`src/rtl/biu_mux.sv`:
```
// Bus interface unit: decodes CPU data requests onto NSLV base/mask slave windows.
// Optional bounded-wait timeout is enabled by defining BIU_TIMEOUT_EN.
module biu_mux #(
  parameter int                  NSLV     = 4,
  parameter logic [32*NSLV-1:0]  SLV_BASE = {32'h0005_0000, 32'h0004_0000, 32'h0003_4560, 32'h0000_0000},
  parameter logic [32*NSLV-1:0]  SLV_MASK = {32'hFFFF_F000, 32'hFFFF_F000, 32'hFFFF_FFF0, 32'hFFFF_0000},
  parameter int                  TIMEOUT  = 16
) (
  input  logic                 clk,
  input  logic                 reset,
  input  logic                 dreq,
  input  logic [31:0]          daddr,
  input  logic [31:0]          dwdata,
  input  logic [3:0]           dwe,
  output logic [31:0]          drdata,
  output logic                 dready,
  output logic                 derr,
  output logic [31:0]          s_daddr,
  output logic [31:0]          s_dwdata,
  output logic [4*NSLV-1:0]    s_dwe,
  output logic [NSLV-1:0]      s_sel,
  input  logic [32*NSLV-1:0]   s_drdata,
  input  logic [NSLV-1:0]      s_ack
);

  localparam int IW = (NSLV > 1) ? $clog2(NSLV) : 1;

  typedef enum logic [1:0] {IDLE = 2'd0, WAIT = 2'd1, RESP = 2'd2} state_t;

  state_t            state, next_state;
  logic [IW-1:0]     idx, idx_nxt, hit_idx;
  logic              hit_any;
  logic              sel_ack;
  logic [31:0]       drdata_nxt, s_daddr_nxt, s_dwdata_nxt;
  logic              dready_nxt, derr_nxt;
  logic [4*NSLV-1:0] s_dwe_nxt;
  logic [NSLV-1:0]   s_sel_nxt;

`ifdef BIU_TIMEOUT_EN
  localparam int CW = $clog2(TIMEOUT);
  logic [CW-1:0] cnt, cnt_nxt;
  logic          expired;
  assign expired = (cnt == CW'(TIMEOUT - 1));
`endif

  assign sel_ack = s_ack[idx];

  // Descending scan so the lowest matching index is the one left standing.
  always_comb begin
    hit_any = 1'b0;
    hit_idx = {IW{1'b0}};
    for (int i = NSLV - 1; i >= 0; i--) begin
      if ((daddr & SLV_MASK[32*i +: 32]) == SLV_BASE[32*i +: 32]) begin
        hit_any = 1'b1;
        hit_idx = IW'(i);
      end else begin
        hit_any = hit_any;
      end
    end
  end

  always_ff @(posedge clk) begin
    if (!reset) state <= IDLE;
    else        state <= next_state;
  end

  always_comb begin
    next_state = state;
    case (state)
      IDLE: begin
        if (dreq) next_state = hit_any ? WAIT : RESP;
        else      next_state = IDLE;
      end
      WAIT: begin
        if (sel_ack) next_state = RESP;
`ifdef BIU_TIMEOUT_EN
        else if (expired) next_state = RESP;
`endif
        else next_state = WAIT;
      end
      RESP:    next_state = IDLE;
      default: next_state = IDLE;
    endcase
  end

  // Next values of every registered output; an ack always beats the timeout.
  always_comb begin
    drdata_nxt   = drdata;
    derr_nxt     = derr;
    dready_nxt   = 1'b0;
    s_sel_nxt    = s_sel;
    s_dwe_nxt    = s_dwe;
    s_daddr_nxt  = s_daddr;
    s_dwdata_nxt = s_dwdata;
    idx_nxt      = idx;
`ifdef BIU_TIMEOUT_EN
    cnt_nxt      = cnt;
`endif
    case (state)
      IDLE: begin
        if (dreq) begin
          s_daddr_nxt  = daddr;
          s_dwdata_nxt = dwdata;
          idx_nxt      = hit_idx;
          if (hit_any) begin
            for (int i = 0; i < NSLV; i++) begin
              s_sel_nxt[i]       = (hit_idx == IW'(i));
              s_dwe_nxt[4*i +: 4] = (hit_idx == IW'(i)) ? dwe : 4'h0;
            end
`ifdef BIU_TIMEOUT_EN
            cnt_nxt = {CW{1'b0}};
`endif
          end else begin
            dready_nxt = 1'b1;
            derr_nxt   = 1'b1;
            drdata_nxt = 32'h0000_0000;
          end
        end else begin
          dready_nxt = 1'b0;
        end
      end
      WAIT: begin
        if (sel_ack) begin
          drdata_nxt = s_drdata[32*idx +: 32];
          derr_nxt   = 1'b0;
          dready_nxt = 1'b1;
          s_sel_nxt  = {NSLV{1'b0}};
          s_dwe_nxt  = {(4*NSLV){1'b0}};
        end
`ifdef BIU_TIMEOUT_EN
        else if (expired) begin
          drdata_nxt = 32'h0000_0000;
          derr_nxt   = 1'b1;
          dready_nxt = 1'b1;
          s_sel_nxt  = {NSLV{1'b0}};
          s_dwe_nxt  = {(4*NSLV){1'b0}};
        end else begin
          cnt_nxt = cnt + CW'(1);
        end
`else
        else begin
          dready_nxt = 1'b0;
        end
`endif
      end
      RESP:    dready_nxt = 1'b0;
      default: dready_nxt = 1'b0;
    endcase
  end

  always_ff @(posedge clk) begin
    if (!reset) begin
      drdata   <= 32'h0000_0000;
      dready   <= 1'b0;
      derr     <= 1'b0;
      s_sel    <= {NSLV{1'b0}};
      s_dwe    <= {(4*NSLV){1'b0}};
      s_daddr  <= 32'h0000_0000;
      s_dwdata <= 32'h0000_0000;
      idx      <= {IW{1'b0}};
`ifdef BIU_TIMEOUT_EN
      cnt      <= {CW{1'b0}};
`endif
    end else begin
      drdata   <= drdata_nxt;
      dready   <= dready_nxt;
      derr     <= derr_nxt;
      s_sel    <= s_sel_nxt;
      s_dwe    <= s_dwe_nxt;
      s_daddr  <= s_daddr_nxt;
      s_dwdata <= s_dwdata_nxt;
      idx      <= idx_nxt;
`ifdef BIU_TIMEOUT_EN
      cnt      <= cnt_nxt;
`endif
    end
  end

endmodule

```
`config.mk`:
```
export PLATFORM = sky130hd
export DESIGN_NAME = biu_mux
export DESIGN_NICKNAME = d
export VERILOG_FILES = /design/src/rtl/biu_mux.sv
export SDC_FILE = /design/constraint.sdc
export NUM_CORES = 1
export LEC_CHECK = 0
export BUFFER_PORTS_ARGS = -buffer_cell sky130_fd_sc_hd__buf_4
export CAP_MARGIN = 15
export CORE_ASPECT_RATIO = 0.9
export CORE_UTILIZATION = 41
export CTS_CLUSTER_SIZE = 24
export DETAILED_ROUTE_END_ITERATION = 10
export GPL_ROUTABILITY_DRIVEN = 0
export PLACE_DENSITY_LB_ADDON = 0.1
export RECOVER_POWER = 25
export REMOVE_ABC_BUFFERS = 1
export SYNTH_ARGS = -nofsm -noshare
export SYNTH_HDL_FRONTEND = slang
export SYNTH_SLANG_ARGS = --single-unit
```
`constraint.sdc`:
```
create_clock -name clk -period 1.95 [get_ports clk]
set_input_delay 0.39 -clock clk [delete_from_list [all_inputs] [get_ports clk]]
set_output_delay 0.39 -clock clk [all_outputs]
set_load 0.005 [all_outputs]
```
## Word level (Yosys, flattened, before mapping)

Cells that the tools add are included.

| storage, ports and cells | value |
|---|---|
| input bits | 203 |
| logic and storage cells | 67 |
| bits in registers | 122 |
| output and inout bits | 118 |

| operators by class | value |
|---|---|
| magnitude comparators | 1 |
| mux-type cells | 38 |
| shift-type cells | 1 |
| equality and inequality tests | 11 |
| reductions and logical operators | 7 |

Operator list:

| kind | count |
|---|---|
| $shiftx 128x8->32 | 1 |
| $mux 32 | 3 |
| $pmux 32 s2 | 1 |
| $mux 16 | 3 |
| $eq 20x7->1 const B | 2 |
| $logic_not 32->1 | 1 |
| $pmux 16 s2 | 1 |
| $eq 28x14->1 const B | 1 |
| $mux 4 | 7 |
| $mux 2 | 7 |
| $mux 1 | 11 |
| $ne 2x2->1 const B | 4 |
| $pmux 4 s2 | 1 |
| $reduce_and 4->1 | 2 |
| $eq 2x1->1 const B | 2 |
| $eq 2x2->1 const B | 2 |
| $logic_not 2->1 | 2 |
| $pmux 1 s2 | 2 |
| $pmux 2 s2 | 1 |
| $lt 2x3->1 const B | 1 |
| $bmux 1 s2 | 1 |
| $reduce_and 2->1 | 1 |
| $reduce_bool 2->1 | 1 |

## Logic depth before layout (Yosys ltp)

| logic depth | value |
|---|---|
| depth in word-level cells | 10 |
| gate-level depth with buffers | 7 |
| gate-level depth less buffers | 4 |

## Worst setup path after synthesis

OpenSTA, ideal clock, no wires.

| timing | value |
|---|---|
| path kind | input -> register |
| start | in daddr[19] |
| end | reg derr |
| stages on the path | 6 |
| slack | -0.018 ns |
| library setup time | 0.129 ns |
| path buffers | 2 |
| arrival time | 1.839 ns |
| required time | 1.821 ns |
| path through | or4_1 > buf_2 > nor4_4 > o21a_1 > buf_2 > a31oi_1 |

| on the way | value |
|---|---|
| cells in the longest elaborated chain, start to end | 7 |
| elaborated cells between the ends (all ways) | 10 |
| classes of those cells | eq/ne (4); mux (4); reduce/logical (2) |

Ends and longest elaborated chain:

| element | line | source |
|---|---|---|
| start: declaration | 12 | `input logic [31:0] daddr,` |
| $eq 20x7->1 | 53 | `if ((daddr & SLV_MASK[32*i +: 32]) == SLV_BASE[32*i +: 32]) begin` |
| $mux 1 (3 in series) | 53 |  |
| $mux 1 * | 53 |  |
| $ne 2x2->1 (no source line) * | -- |  |
| $reduce_and 4->1 (no source line) * | -- |  |
| end signal: assignment | 167 | `derr <= derr_nxt;` |
| end: declaration | 17 | `output logic derr,` |

Mark *: on every way between the ends. The rest lies on a longest branch, timed or not.
A chain may end at the register's enable or synchronous reset.

## Final worst setup path

| timing | value |
|---|---|
| start | reg idx[0] |
| end | reg drdata[22] |

| on the way | value |
|---|---|
| cells in the longest elaborated chain, start to end | 4 |
| elaborated cells between the ends (all ways) | 7 |
| classes of those cells | eq/ne (1); shift (1); mux (4); reduce/logical (1) |

Ends and longest elaborated chain:

| element | line | source |
|---|---|---|
| start: declaration | 31 | `logic [IW-1:0] idx, idx_nxt, hit_idx;` |
| start signal: assignment | 160 | `idx <= {IW{1'b0}};` |
| start signal: assignment | 172 | `idx <= idx_nxt;` |
| branches (longest 4 deep; another with $shiftx 128x8->32) | -- |  |
| end signal: assignment | 165 | `drdata <= drdata_nxt;` |
| end: declaration | 15 | `output logic [31:0] drdata,` |

Parallel ways; which one is timed is not known. The select of a mux whose other input is x is not followed.

==> impl_results.md <==
* Delay of the slowest critical-path stage at 0.60 ns
* Yosys warns at 0
* Post-route cell area at 9452 um^2
* Core Box Area at 14,260 um^2
* DR WL/cell at 16.44 um
* Clock sinks at 121
* Post-route ant nets at 0
* Skew final at 0.004912 ns
* First-pass GRT wire length at 30,950 um
* CTS Buf Count at 17
* Net Switching at 1.469 mW
* Fin. max-slew vios at 0
* Final Util at 66.27%
* H-Tree Level Count at 4
* Hpwl dp at 14,390 um
* Leakage at 4.141 nW
* HP Class: in -> reg
* Unrepaired setup endpoints after global routing: no
* I/O Buffers at 320
* Clock slew at reported path FFs at 0.06 ns
* Number of fill cells at 1,299
* Layout cells sized above 1 at 40.49%
* Crit path top cell by count: nand3_1
* Critical Path AT at 2.14 ns
* Total Routed Length at 19,860 um
* Net Sw Frac at 22.16%
* Setup Crit Path Kind: reg -> reg
* Worst Tran Pin Value at 0.5623 ns
* Max_cap viols at 0
* Final worst path period need at 1.785 ns
* ANT cells at 0
* Largest net degree at the start of global routing at 68
* Nets@finish at 1,206
* Global Route Usage Sum at 26.18%
* CP cell instances: mux4_2 -> a31oi_4 -> buf_12 -> nand3_1 -> nand3_1
* Die area at 15,400 um^2
* CP required at 2.31 ns
* Worst setup SP type: flip-flop
* Post-CTS Setup Inserts at 0
* Final hold vios at 0
* Drt pass-1 iters at 4
* Top delay family on crit path: multiplexers
* Most common cell after layout, fill and taps aside: buf_4
* Yosys reg bits at 121
* Worst setup EP type: flip-flop
* Max Freq at 560.3 MHz
* Rows at 41
* Combinational Power Share at 12.3%
* Vias/cell at 5.296
* Cts hold-fix bufs at 0
* Synth-to-Final Area Change at 54.60%
* Clock Power Share at 48.6%
* Part of the power in registers at 39.1%
* Die height at 117.8 um
* Mapped Area at 6113 um^2
* Power per cell area at 701.2 nW/um^2
* Drt initial violations at 282
* Final Cycle Share at 91.53%
* Relative slew slack at 62.51%
* Slowest CP cell: mux4_2
* CP max FO at 32
* Initial antenna violation count at 0
* DR DRC count at 0
* CP Buf/Inv Count at 1
* Most frequent cells in the layout: 291 x buf_4, 162 x nand2_1, 120 x dfxtp_1
* I/O pin cnt at 321
* Reg2reg path depth at 5
* Worst path depth at 5
* Number of library cell types mapped by synthesis at 34
* Root Buffer: clkbuf_16
* Chip width at 130.7 um
* P_int at 5.159 mW
* Cells after Synth at 695
* VDD IR max at 0.0006341 V
* Clk Latency, worst-skew pair at 0.42 ns
* Vias in the first global route at 6,034
* Via count at 6,397
* Initial Utilization at 42.87%
* Mean post-synth cell area at 8.796 um^2
* Placed standard-cell area at 8917 um^2
* CTS tree: built
* Sequential area share after synthesis at 39.62%
* Post-CTS resize count at 0
* Setup-failing EPs final at 0
* Clock Path Buffers at 2
* WHS Path Cells at 3
* Grt total ovfl at 0
* Status: finished, final reports clean
[worst min-delay path: cells and delay by family]
kind / cells / cell delay [ns]
AND/OR/NAND/NOR: 1 / 0.04
buffers and inverters: 1 / 0.11
AO/OA/AOI/OAI: 1 / 0.06
[cell usage after synthesis]
cell type | instances | area, um^2
buf_2 | 10 | 50.05
o31ai_1 | 1 | 7.510
o21ai_0 | 22 | 110.1
or4_1 | 5 | 37.54
mux4_2 | 33 | 743.2
dfxtp_1 | 121 | 2422
o22ai_1 | 1 | 6.260
nor3_1 | 1 | 5.000
or3b_2 | 1 | 8.760
a21boi_0 | 65 | 488.0
inv_1 | 2 | 7.510
a31oi_1 | 1 | 6.260
a31oi_2 | 1 | 12.51
a32oi_1 | 20 | 175.2
nor2_1 | 3 | 11.26
nand2_1 | 163 | 611.8
nor2b_1 | 1 | 6.260
o21a_1 | 1 | 7.510
o21bai_1 | 1 | 7.510
nand3b_1 | 21 | 157.7
or4bb_1 | 3 | 33.78
nand3_1 | 67 | 335.3
o21ai_1 | 1 | 5.000
nor4_1 | 3 | 18.77
nand4b_1 | 1 | 8.760
buf_1 | 7 | 26.28
and3_1 | 33 | 206.5
nor3b_1 | 1 | 7.510
clkbuf_1 | 53 | 198.9
and2_1 | 16 | 100.1
nor4_4 | 1 | 21.27
nand4bb_1 | 1 | 11.26
o211ai_1 | 33 | 247.7
nor3_2 | 1 | 10.01
[per-stage QoR]
| stage | std cells | hold WS [ns] | TNS, ns | power, mW | worst slack [ns] |
|---|---|---|---|---|---|
| floorplan | 625 | 0.4599 | -383.49 | 2.880 | -4.214 |
| global placement | 1177 | 0.4522 | -6.990 | 3.474 | -0.1734 |
| detailed placement | 1177 | 0.4565 | -8.632 | 3.485 | -0.2185 |
| CTS | 1208 | 0.2133 | 0 | 6.718 | 0.1551 |
| global route | 1208 | 0.2245 | 0 | 6.862 | 0.06375 |
| finish | 1208 | 0.2291 | 0 | 6.627 | 0.1651 |
[cell families after synthesis]
kind of cell | Yosys count | synth area share (%)
multiplexers | 33 | 12.16
flip-flops | 121 | 39.62
AND/OR/NAND/NOR | 322 | 26.03
buffers and inverters | 72 | 4.626
AO/OA/AOI/OAI | 147 | 17.56
[power groups by stage]
stage	clock network, mW	logic, mW	registers [mW]
final	3.22	0.815	2.59
after global routing	3.38	0.884	2.60
after CTS	3.28	0.842	2.59
after detailed placement	0	0.838	2.65
after global placement	0	0.830	2.64
after floorplan	0	0.228	2.65
[sequential cells by signal, summed over array words and instances (netlist names)]
signal and cells:
s_daddr 32, idx 2, derr 1, s_dwe 16, s_dwdata 32, drdata 32
state 2, s_sel 4
[path summary, 6_finish.rpt]
kind / start / end / slack (ns)
setup / recovery: idx[0] / drdata[22] / 0.17
hold / removal: dwdata[5] / s_dwdata[5] / 0.23
setup reg to reg: idx[0] / drdata[22] / 0.17
hold reg to reg: s_daddr[1] / s_daddr[1] / 0.46
[routing by layer]
| layer | part of all wire, % | track usage [%] | up-vias |
|---|---|---|---|
| met5 | 0 | 0 | - |
| met3 | 6.4 | 5.773 | 38 |
| li1 | - | - | 3135 |
| met2 | 51 | 44.48 | 245 |
| met4 | 2.8 | 12.07 | 0 |
| met1 | 40 | 31.00 | 2979 |
[layout make-up]
cell class	instances	area, um^2	area share (%)
Inverter	2	7.507	0.07943
Clock buffer	23	488.0	5.163
Timing Repair Buffer	359	2736	28.95
Clock inverter	8	117.6	1.244
Tap cell	193	241.5	2.555
Sequential cell	121	2424	25.64
Multi-Input combinational cell	502	3437	36.36
No activity file was read; power rests on OpenSTA's default activity.
